### config.mk
export PLATFORM = sky130hd
export DESIGN_NAME = mem_arbiter_flat
export DESIGN_NICKNAME = d
export VERILOG_FILES = /design/src/rtl/mem_arbiter_if.sv /design/src/rtl/mem_arbiter.sv /design/src/flat_wrapper.sv
export SDC_FILE = /design/constraint.sdc
export NUM_CORES = 1
export LEC_CHECK = 0
export CAP_MARGIN = 0
export CORE_AREA = 5 5 286 288
export CTS_BUF_LIST = sky130_fd_sc_hd__clkbuf_8
export DETAILED_ROUTE_END_ITERATION = 8
export DIE_AREA = 0 0 291 293
export SLEW_MARGIN = 0
export SYNTH_ARGS = -nofsm -noshare
export SYNTH_HDL_FRONTEND = slang
export SYNTH_SLANG_ARGS = --single-unit
### constraint.sdc
create_clock -name clk -period 2.2 [get_ports clk]
set_input_delay 0.44 -clock clk [delete_from_list [all_inputs] [get_ports clk]]
set_output_delay 0.44 -clock clk [all_outputs]
set_load 0.01 [all_outputs]
### src/rtl/mem_arbiter_if.sv
// Bundle of the two cache request ports and the shared memory port of mem_arbiter.
// master = caches and memory model side, slave = the arbiter itself.
interface mem_arbiter_if #(
  parameter int ADDRESS_SIZE = 32,
  parameter int LINE_LENGTH  = 128
);
  logic                    i_request;
  logic [ADDRESS_SIZE-1:0] i_address;
  logic [LINE_LENGTH-1:0]  i_result;
  logic                    i_satisfied;

  logic                    d_request;
  logic [ADDRESS_SIZE-1:0] d_address;
  logic                    d_write;
  logic [LINE_LENGTH-1:0]  d_data;
  logic [LINE_LENGTH-1:0]  d_result;
  logic                    d_satisfied;

  logic                    mem_request;
  logic                    mem_write;
  logic [ADDRESS_SIZE-1:0] mem_address;
  logic [LINE_LENGTH-1:0]  mem_data;
  logic [LINE_LENGTH-1:0]  mem_result;
  logic                    mem_satisfied;

  modport master (
    output i_request, i_address, d_request, d_address, d_write, d_data,
    output mem_result, mem_satisfied,
    input  i_result, i_satisfied, d_result, d_satisfied,
    input  mem_request, mem_write, mem_address, mem_data
  );

  modport slave (
    input  i_request, i_address, d_request, d_address, d_write, d_data,
    input  mem_result, mem_satisfied,
    output i_result, i_satisfied, d_result, d_satisfied,
    output mem_request, mem_write, mem_address, mem_data
  );
endinterface

### src/rtl/mem_arbiter.sv
// Shares one memory port between an instruction cache and a data cache, one transaction at a time.
// Define MEM_ARB_ROUND_ROBIN_EN for round-robin arbitration; default is fixed data-cache priority.
module mem_arbiter #(
  parameter int ADDRESS_SIZE = 32,
  parameter int LINE_LENGTH  = 128
) (
  input logic          clk,
  input logic          reset,
  mem_arbiter_if.slave bus
);

  typedef enum logic [1:0] {IDLE, BUSY, RELEASE} state_t;

  state_t                  state_q, state_d;
  logic                    win_d_q;
  logic                    grant, capture, release_done, grant_d_sel, win_request;

  logic                    mem_request_q, mem_write_q;
  logic [ADDRESS_SIZE-1:0] mem_address_q;
  logic [LINE_LENGTH-1:0]  mem_data_q;
  logic [LINE_LENGTH-1:0]  i_result_q, d_result_q;
  logic                    i_satisfied_q, d_satisfied_q;

`ifdef MEM_ARB_ROUND_ROBIN_EN
  logic last_d_q;  // last grant went to the data cache; reset value makes D win first
`endif

  assign win_request = win_d_q ? bus.d_request : bus.i_request;

  // NOTE: every signal written here gets a default first so no latch can be inferred.
  always_comb begin
    state_d      = state_q;
    grant        = 1'b0;
    capture      = 1'b0;
    release_done = 1'b0;
    grant_d_sel  = bus.d_request;
`ifdef MEM_ARB_ROUND_ROBIN_EN
    if (bus.i_request && bus.d_request) grant_d_sel = !last_d_q;
`endif
    case (state_q)
      IDLE: begin
        if (bus.i_request || bus.d_request) begin
          grant   = 1'b1;
          state_d = BUSY;
        end
      end
      BUSY: begin
        if (bus.mem_satisfied) begin
          capture = 1'b1;
          state_d = RELEASE;
        end
      end
      RELEASE: begin
        // Wait for both the winner and the memory to let go before re-arbitrating.
        if (!win_request && !bus.mem_satisfied) begin
          release_done = 1'b1;
          state_d      = IDLE;
        end
      end
      default: state_d = IDLE;
    endcase
  end

  // NOTE: sequential state uses non-blocking assignments so every flop samples pre-edge values.
  always_ff @(posedge clk or negedge reset) begin
    if (!reset) state_q <= IDLE;
    else        state_q <= state_d;
  end

  // NOTE: result registers are plain flops, not memories, so they are reset to 0 like all outputs.
  always_ff @(posedge clk or negedge reset) begin
    if (!reset) begin
      win_d_q       <= 1'b0;
      mem_request_q <= 1'b0;
      mem_write_q   <= 1'b0;
      mem_address_q <= '0;
      mem_data_q    <= '0;
      i_result_q    <= '0;
      d_result_q    <= '0;
      i_satisfied_q <= 1'b0;
      d_satisfied_q <= 1'b0;
    end else begin
      if (grant) begin
        win_d_q       <= grant_d_sel;
        mem_request_q <= 1'b1;
        mem_write_q   <= grant_d_sel && bus.d_write;
        mem_address_q <= grant_d_sel ? bus.d_address : bus.i_address;
        mem_data_q    <= grant_d_sel ? bus.d_data : '0;
      end
      if (capture) begin
        mem_request_q <= 1'b0;
        if (win_d_q) begin
          d_satisfied_q <= 1'b1;
          if (!mem_write_q) d_result_q <= bus.mem_result;
        end else begin
          i_satisfied_q <= 1'b1;
          i_result_q    <= bus.mem_result;
        end
      end
      if (release_done) begin
        i_satisfied_q <= 1'b0;
        d_satisfied_q <= 1'b0;
      end
    end
  end

`ifdef MEM_ARB_ROUND_ROBIN_EN
  always_ff @(posedge clk or negedge reset) begin
    if (!reset)     last_d_q <= 1'b0;
    else if (grant) last_d_q <= grant_d_sel;
  end
`endif

  assign bus.mem_request = mem_request_q;
  assign bus.mem_write   = mem_write_q;
  assign bus.mem_address = mem_address_q;
  assign bus.mem_data    = mem_data_q;
  assign bus.i_result    = i_result_q;
  assign bus.d_result    = d_result_q;
  assign bus.i_satisfied = i_satisfied_q;
  assign bus.d_satisfied = d_satisfied_q;

endmodule
### src/flat_wrapper.sv
// flat-port wrapper written by rule: the top's interface ports become plain ports
module mem_arbiter_flat 
#(
  parameter int ADDRESS_SIZE = 32,
  parameter int LINE_LENGTH  = 128
)
  (clk, reset, bus_i_request, bus_i_address, bus_d_request, bus_d_address, bus_d_write, bus_d_data, bus_mem_result, bus_mem_satisfied, bus_i_result, bus_i_satisfied, bus_d_result, bus_d_satisfied, bus_mem_request, bus_mem_write, bus_mem_address, bus_mem_data);
  mem_arbiter_if #(.ADDRESS_SIZE(ADDRESS_SIZE), .LINE_LENGTH(LINE_LENGTH)) bus_i ();
  input logic clk;
  input logic reset;
  input wire logic [$bits(bus_i.i_request)-1:0] bus_i_request;
  input wire logic [$bits(bus_i.i_address)-1:0] bus_i_address;
  input wire logic [$bits(bus_i.d_request)-1:0] bus_d_request;
  input wire logic [$bits(bus_i.d_address)-1:0] bus_d_address;
  input wire logic [$bits(bus_i.d_write)-1:0] bus_d_write;
  input wire logic [$bits(bus_i.d_data)-1:0] bus_d_data;
  input wire logic [$bits(bus_i.mem_result)-1:0] bus_mem_result;
  input wire logic [$bits(bus_i.mem_satisfied)-1:0] bus_mem_satisfied;
  output wire logic [$bits(bus_i.i_result)-1:0] bus_i_result;
  output wire logic [$bits(bus_i.i_satisfied)-1:0] bus_i_satisfied;
  output wire logic [$bits(bus_i.d_result)-1:0] bus_d_result;
  output wire logic [$bits(bus_i.d_satisfied)-1:0] bus_d_satisfied;
  output wire logic [$bits(bus_i.mem_request)-1:0] bus_mem_request;
  output wire logic [$bits(bus_i.mem_write)-1:0] bus_mem_write;
  output wire logic [$bits(bus_i.mem_address)-1:0] bus_mem_address;
  output wire logic [$bits(bus_i.mem_data)-1:0] bus_mem_data;
  assign bus_i.i_request = bus_i_request;
  assign bus_i.i_address = bus_i_address;
  assign bus_i.d_request = bus_d_request;
  assign bus_i.d_address = bus_d_address;
  assign bus_i.d_write = bus_d_write;
  assign bus_i.d_data = bus_d_data;
  assign bus_i.mem_result = bus_mem_result;
  assign bus_i.mem_satisfied = bus_mem_satisfied;
  assign bus_i_result = bus_i.i_result;
  assign bus_i_satisfied = bus_i.i_satisfied;
  assign bus_d_result = bus_i.d_result;
  assign bus_d_satisfied = bus_i.d_satisfied;
  assign bus_mem_request = bus_i.mem_request;
  assign bus_mem_write = bus_i.mem_write;
  assign bus_mem_address = bus_i.mem_address;
  assign bus_mem_data = bus_i.mem_data;
  mem_arbiter #(.ADDRESS_SIZE(ADDRESS_SIZE), .LINE_LENGTH(LINE_LENGTH)) u_core (.clk(clk), .reset(reset), .bus(bus_i));
endmodule
### Yosys cells after proc, flatten, opt, wreduce, memory -nomap -nowiden

Cells that the tools add are included.

* register bits after elaboration: 423
* bits of input ports: 326
* output and inout bits: 420
* word-level logic and storage cells: 53

* equality and inequality tests: 6
* mux-type cells: 21
* bitwise operators: 2
* reductions and logical operators: 14

Operators with widths (number)
* 128-bit 2-to-1 mux: 1
* 32-bit 2-to-1 mux: 1
* 1-bit 2-to-1 mux: 15
* 2-bit 2-to-1 mux: 3
* 2-bit one-hot mux with 3 select lines: 1
* 2-bit AND reduction: 3
* 3-bit AND reduction: 2
* 2-bit nonzero test: 3
* 2-bit by 1-bit != test with 1-bit output, second input constant: 2
* 2-bit != test, second input constant: 2
* 2-bit by 1-bit == test with 1-bit output, second input constant: 1
* 2-bit == test, second input constant: 1
* 1-bit logical AND: 2
* 1-bit logical NOT: 2
* 2-bit logical NOT: 1
* 1-bit inverter: 2
* 1-bit logical OR: 1

### Longest topological paths before layout

* depth in word-level cells: 7
* gate-level depth with buffers: 6
* depth with buffers taken out: 3

### Worst setup path before layout

OpenSTA, ideal clock, no wires.

* path kind: input to register
* from: input bus_d_request
* to: register u_core.mem_address_q[11] (netlist: u_core.bus.mem_address[11])
* setup time: 125 ps
* data arrival time: 1529 ps
* slack: 546 ps
* cell stages on the path: 4
* buffers on the path: 2
* cell sequence: buf_2 -> clkbuf_1 -> mux2_2 -> mux2_2

* longest elaborated chain between the ends: 3
* elaborated cells on any way between the ends: 4

RTL lines
* start: declaration: RTL line flat_wrapper.sv:13 `input wire logic [$bits(bus_i.d_request)-1:0] bus_d_request;`
* 1-bit logical OR: RTL line mem_arbiter.sv:42 `if (bus.i_request || bus.d_request) begin`
* 1-bit 2-to-1 mux: RTL line mem_arbiter.sv:42
* 1-bit 2-to-1 mux: RTL line mem_arbiter.sv:40 `case (state_q)`
* end signal: assignment: RTL line mem_arbiter.sv:87 `mem_address_q <= grant_d_sel ? bus.d_address : bus.i_address;`
* end: declaration: RTL line mem_arbiter.sv:19 `logic [ADDRESS_SIZE-1:0] mem_address_q;`

Several ways; a longest one is shown, not always the timed one.
A chain may end at the register's enable or synchronous reset.

### Final worst setup path

* from: register u_core.mem_data_q[95] (netlist: u_core.bus.mem_data[95])
* to: output bus_mem_data[95]

RTL lines
* start: declaration: RTL line mem_arbiter.sv:20 `logic [LINE_LENGTH-1:0] mem_data_q;`
* start signal: assignment: RTL line mem_arbiter.sv:88 `mem_data_q <= grant_d_sel ? bus.d_data : '0;`
* end: declaration: RTL line flat_wrapper.sv:26 `output wire logic [$bits(bus_i.mem_data)-1:0] bus_mem_data;`

No word-level cell between the ends.

==> run summary <==
Sequential fraction of the synthesis area -> 64.7%
Wire per inst -> 20.2 um
Die area -> 85300 um^2
Area of the multi-input gates -> 5280 um^2
GRT Overall Usage -> 13.1%
Worst setup path end -> bus_mem_data[95]
Via count -> 11600
# rows -> 103
Nets@finish -> 2113
Fin crit period -> 2.09 ns
Pwr dens -> 1460 nW/um^2
Area leader, netlist -> dfrtp_1
Number of port buffers -> 745
I/O pins -> 746
Reg-to-Reg End -> u_core.bus.i_result[45]
Skew final -> 0.0378 ns
Clock power share -> 19.3%
CP max FO -> 2
Sequential power share -> 35.0%
Setup TNS -> 0 ns
Crit Path Class -> reg -> out
Mapped Cells -> 957
Post-DRT Antenna Nets -> 0
Clk root buf -> clkbuf_8
Synth Cell Area -> 16400 um^2
Critical path arrival -> 1.65 ns
Synth Net Count -> 1283
Leakage -> 11.5 nW
Status -> completed
Post CTS Setup Buffer Count -> 0
Crit. End Element -> output pin
Total core area -> 78600 um^2
Placed cell area -> 25500 um^2
Yosys warnings -> 0
Critical path launch point -> u_core.bus.mem_data[95]
Final hold violations -> 0
Synth top area cells -> dfrtp_1 (65%), mux2_2 (15%), mux2_4 (9.2%)
DRT iter0 DRCs -> 369
Drc violations -> 0
Maximum achievable frequency -> 0.478 GHz
Final GP Congestion -> 0.798
Most common cell after layout, fill and taps aside -> clkdlybuf4s50_1
Slowest CP cell -> clkdlybuf4s50_1
Max Slew Vio Count -> 0
Avg Vias per Cell -> 4.02
CTS clock-pin slew for the worst setup and hold paths -> 0.06 ns
Critical R2R Launch -> u_core.state_q[1]
Largest net degree at the start of global routing -> 59
Chip width -> 291 um
Drt total wl -> 58.6 mm
WP data required -> 1.76 ns
Global-route wire length before repair -> 86.3 mm
Most frequent cells in the layout -> clkdlybuf4s50_1 (736), dfrtp_1 (423), mux2_2 (211), a22o_1 (129), mux2_4 (100)
Crit-path max cell delay -> 0.61 ns
Logic pwr share -> 45.6%
Fraction of layout cells with a size suffix above 1 -> 27.3%
Maximum root-to-sink buffer count -> 3
Vias in the first global route -> 13200
Final setup viols -> 0
Reg area -> 10600 um^2
Switching part of the total power -> 31.8%
Clock insertion delay at the later pin of the skew report -> 0.64 ns
Library cells used by synthesis -> 24
RSZ-0062 raised after global routing -> false
Syn Area/Cell -> 17.1 um^2
Post-detail-place hpwl -> 45.6 mm
Reg-to-reg slack, setup -> 0.33 ns
Area growth, synth to finish -> 65.3%
CTS tree -> built
Synth top area share -> 64.7%
Flop and latch count out of synthesis -> 423
Gr ovfl total -> 0
Power Internal -> 26.9 mW
Clock Sinks -> 423
Sw Pwr -> 12.6 mW
Cell count of the worst reg-to-reg path -> 6
CP bufs+invs -> 1
Fin util -> 34.4%
Tot Pwr -> 39.5 mW
Tcrit/Tclk final -> 95.1%
Die Y -> 293 um
Antenna violations before repair -> 7
Levels on crit path -> 1
H-Tree Depth -> 3
MaxCap Viol Count -> 0
CP Cell Sequence -> clkdlybuf4s50_1
Top delay family on crit path -> buffers and inverters
Post-route cell area -> 27000 um^2
Pre-antenna DRT Iters -> 4
Rel. slew slack -> 58.1%
Layout fillers -> 7704
Initial Util -> 20.8%
CTS Buf Count -> 77
Slew @ Worst Pin -> 0.629 ns
Class of the worst hold path -> in -> async
Peak supply drop -> 0.610 mV
Worst Setup Start Kind -> flip-flop
==> timing repair <==
action	in CTS	in global routing
endpoints found under the hold margin	34	0
hold buffers	1	0
gates resized for setup	6	1
setup endpoints to repair	6	1
==> registers in the layout, summed over array words and instances (netlist names) <==
signal	flops
u_core.state_q	2
u_core.bus.mem_request	1
u_core.bus.mem_data	128
u_core.bus.d_result	128
u_core.bus.i_result	128
u_core.win_d_q	1
u_core.bus.mem_address	32
u_core.bus.d_satisfied	1
u_core.bus.mem_write	1
u_core.bus.i_satisfied	1
==> layout make-up <==
cell class / instances / area share [%]
Tap cell: 1050 / 4.86
Multi-Input combinational cell: 469 / 19.5
Clock buffer: 94 / 4.78
Clock inverter: 39 / 1.03
Antenna cell: 4 / 0.0370
Timing Repair Buffer: 816 / 30.6
Sequential cell: 423 / 39.1
==> metal layers <==
| metal | track usage [%] | wire length (um) |
|---|---|---|
| met2 | 23.2 | 29600 |
| met5 | 0 | 27 |
| met3 | 5.56 | 5580 |
| met1 | 14.0 | 21200 |
| met4 | 4.96 | 2170 |
==> how the worst min path moves through the flow <==
stage                              start                       to  slack (ns)
after CTS                  bus_d_request   u_core.bus.d_satisfied        0.28
after detailed placement           reset  u_core.bus.i_result[97]        0.47
final                              reset  u_core.bus.i_result[97]        0.34
after global routing      bus_d_data[20]  u_core.bus.mem_data[20]        0.32
after global placement             reset  u_core.bus.i_result[55]        0.46
after floorplan                    reset   u_core.bus.d_result[0]        0.14
==> cells by family (layout without fill, tap and decap cells) <==
group	after synthesis	after routing	synth area share, %
and+or+nand+nor	11	11	0.543
other	0	4	0
muxes	321	321	24.4
buffers and inverters	65	949	3.20
DFF	423	423	64.7
AOI/OAI and AO/OA	137	137	7.19
==> metrics by stage <==
stage,cells,worst slack (ns),hold slack [ns]
floorplan,957,0.546,0.144
global placement,2757,-0.151,0.462
detailed placement,2757,-0.164,0.469
CTS,2891,0.00542,0.281
global route,2892,0.0139,0.325
finish,2895,0.108,0.343
==> power groups by stage <==
stage	Combinational [mW]	Sequential, mW	Clock [mW]
floorplan	5.96	15.3	0
global placement	18.2	13.9	0
CTS	18.4	13.9	7.96
finish	18.0	13.8	7.63
detailed placement	18.4	13.9	0
global route	19.1	14.3	8.33
==> synthesized netlist by cell type (all sizes together) <==
cell type and n:
nand3b 1, o32a 1, mux2 321, and2 1, a22o 129, buf 54, nor2 2, clkbuf 11
nor3b 1, a21o 1, or2b 1, nand2b 1, and3b 1, nand2 3, o21ai 6, dfrtp 423
(Power assumes the default switching activity.)
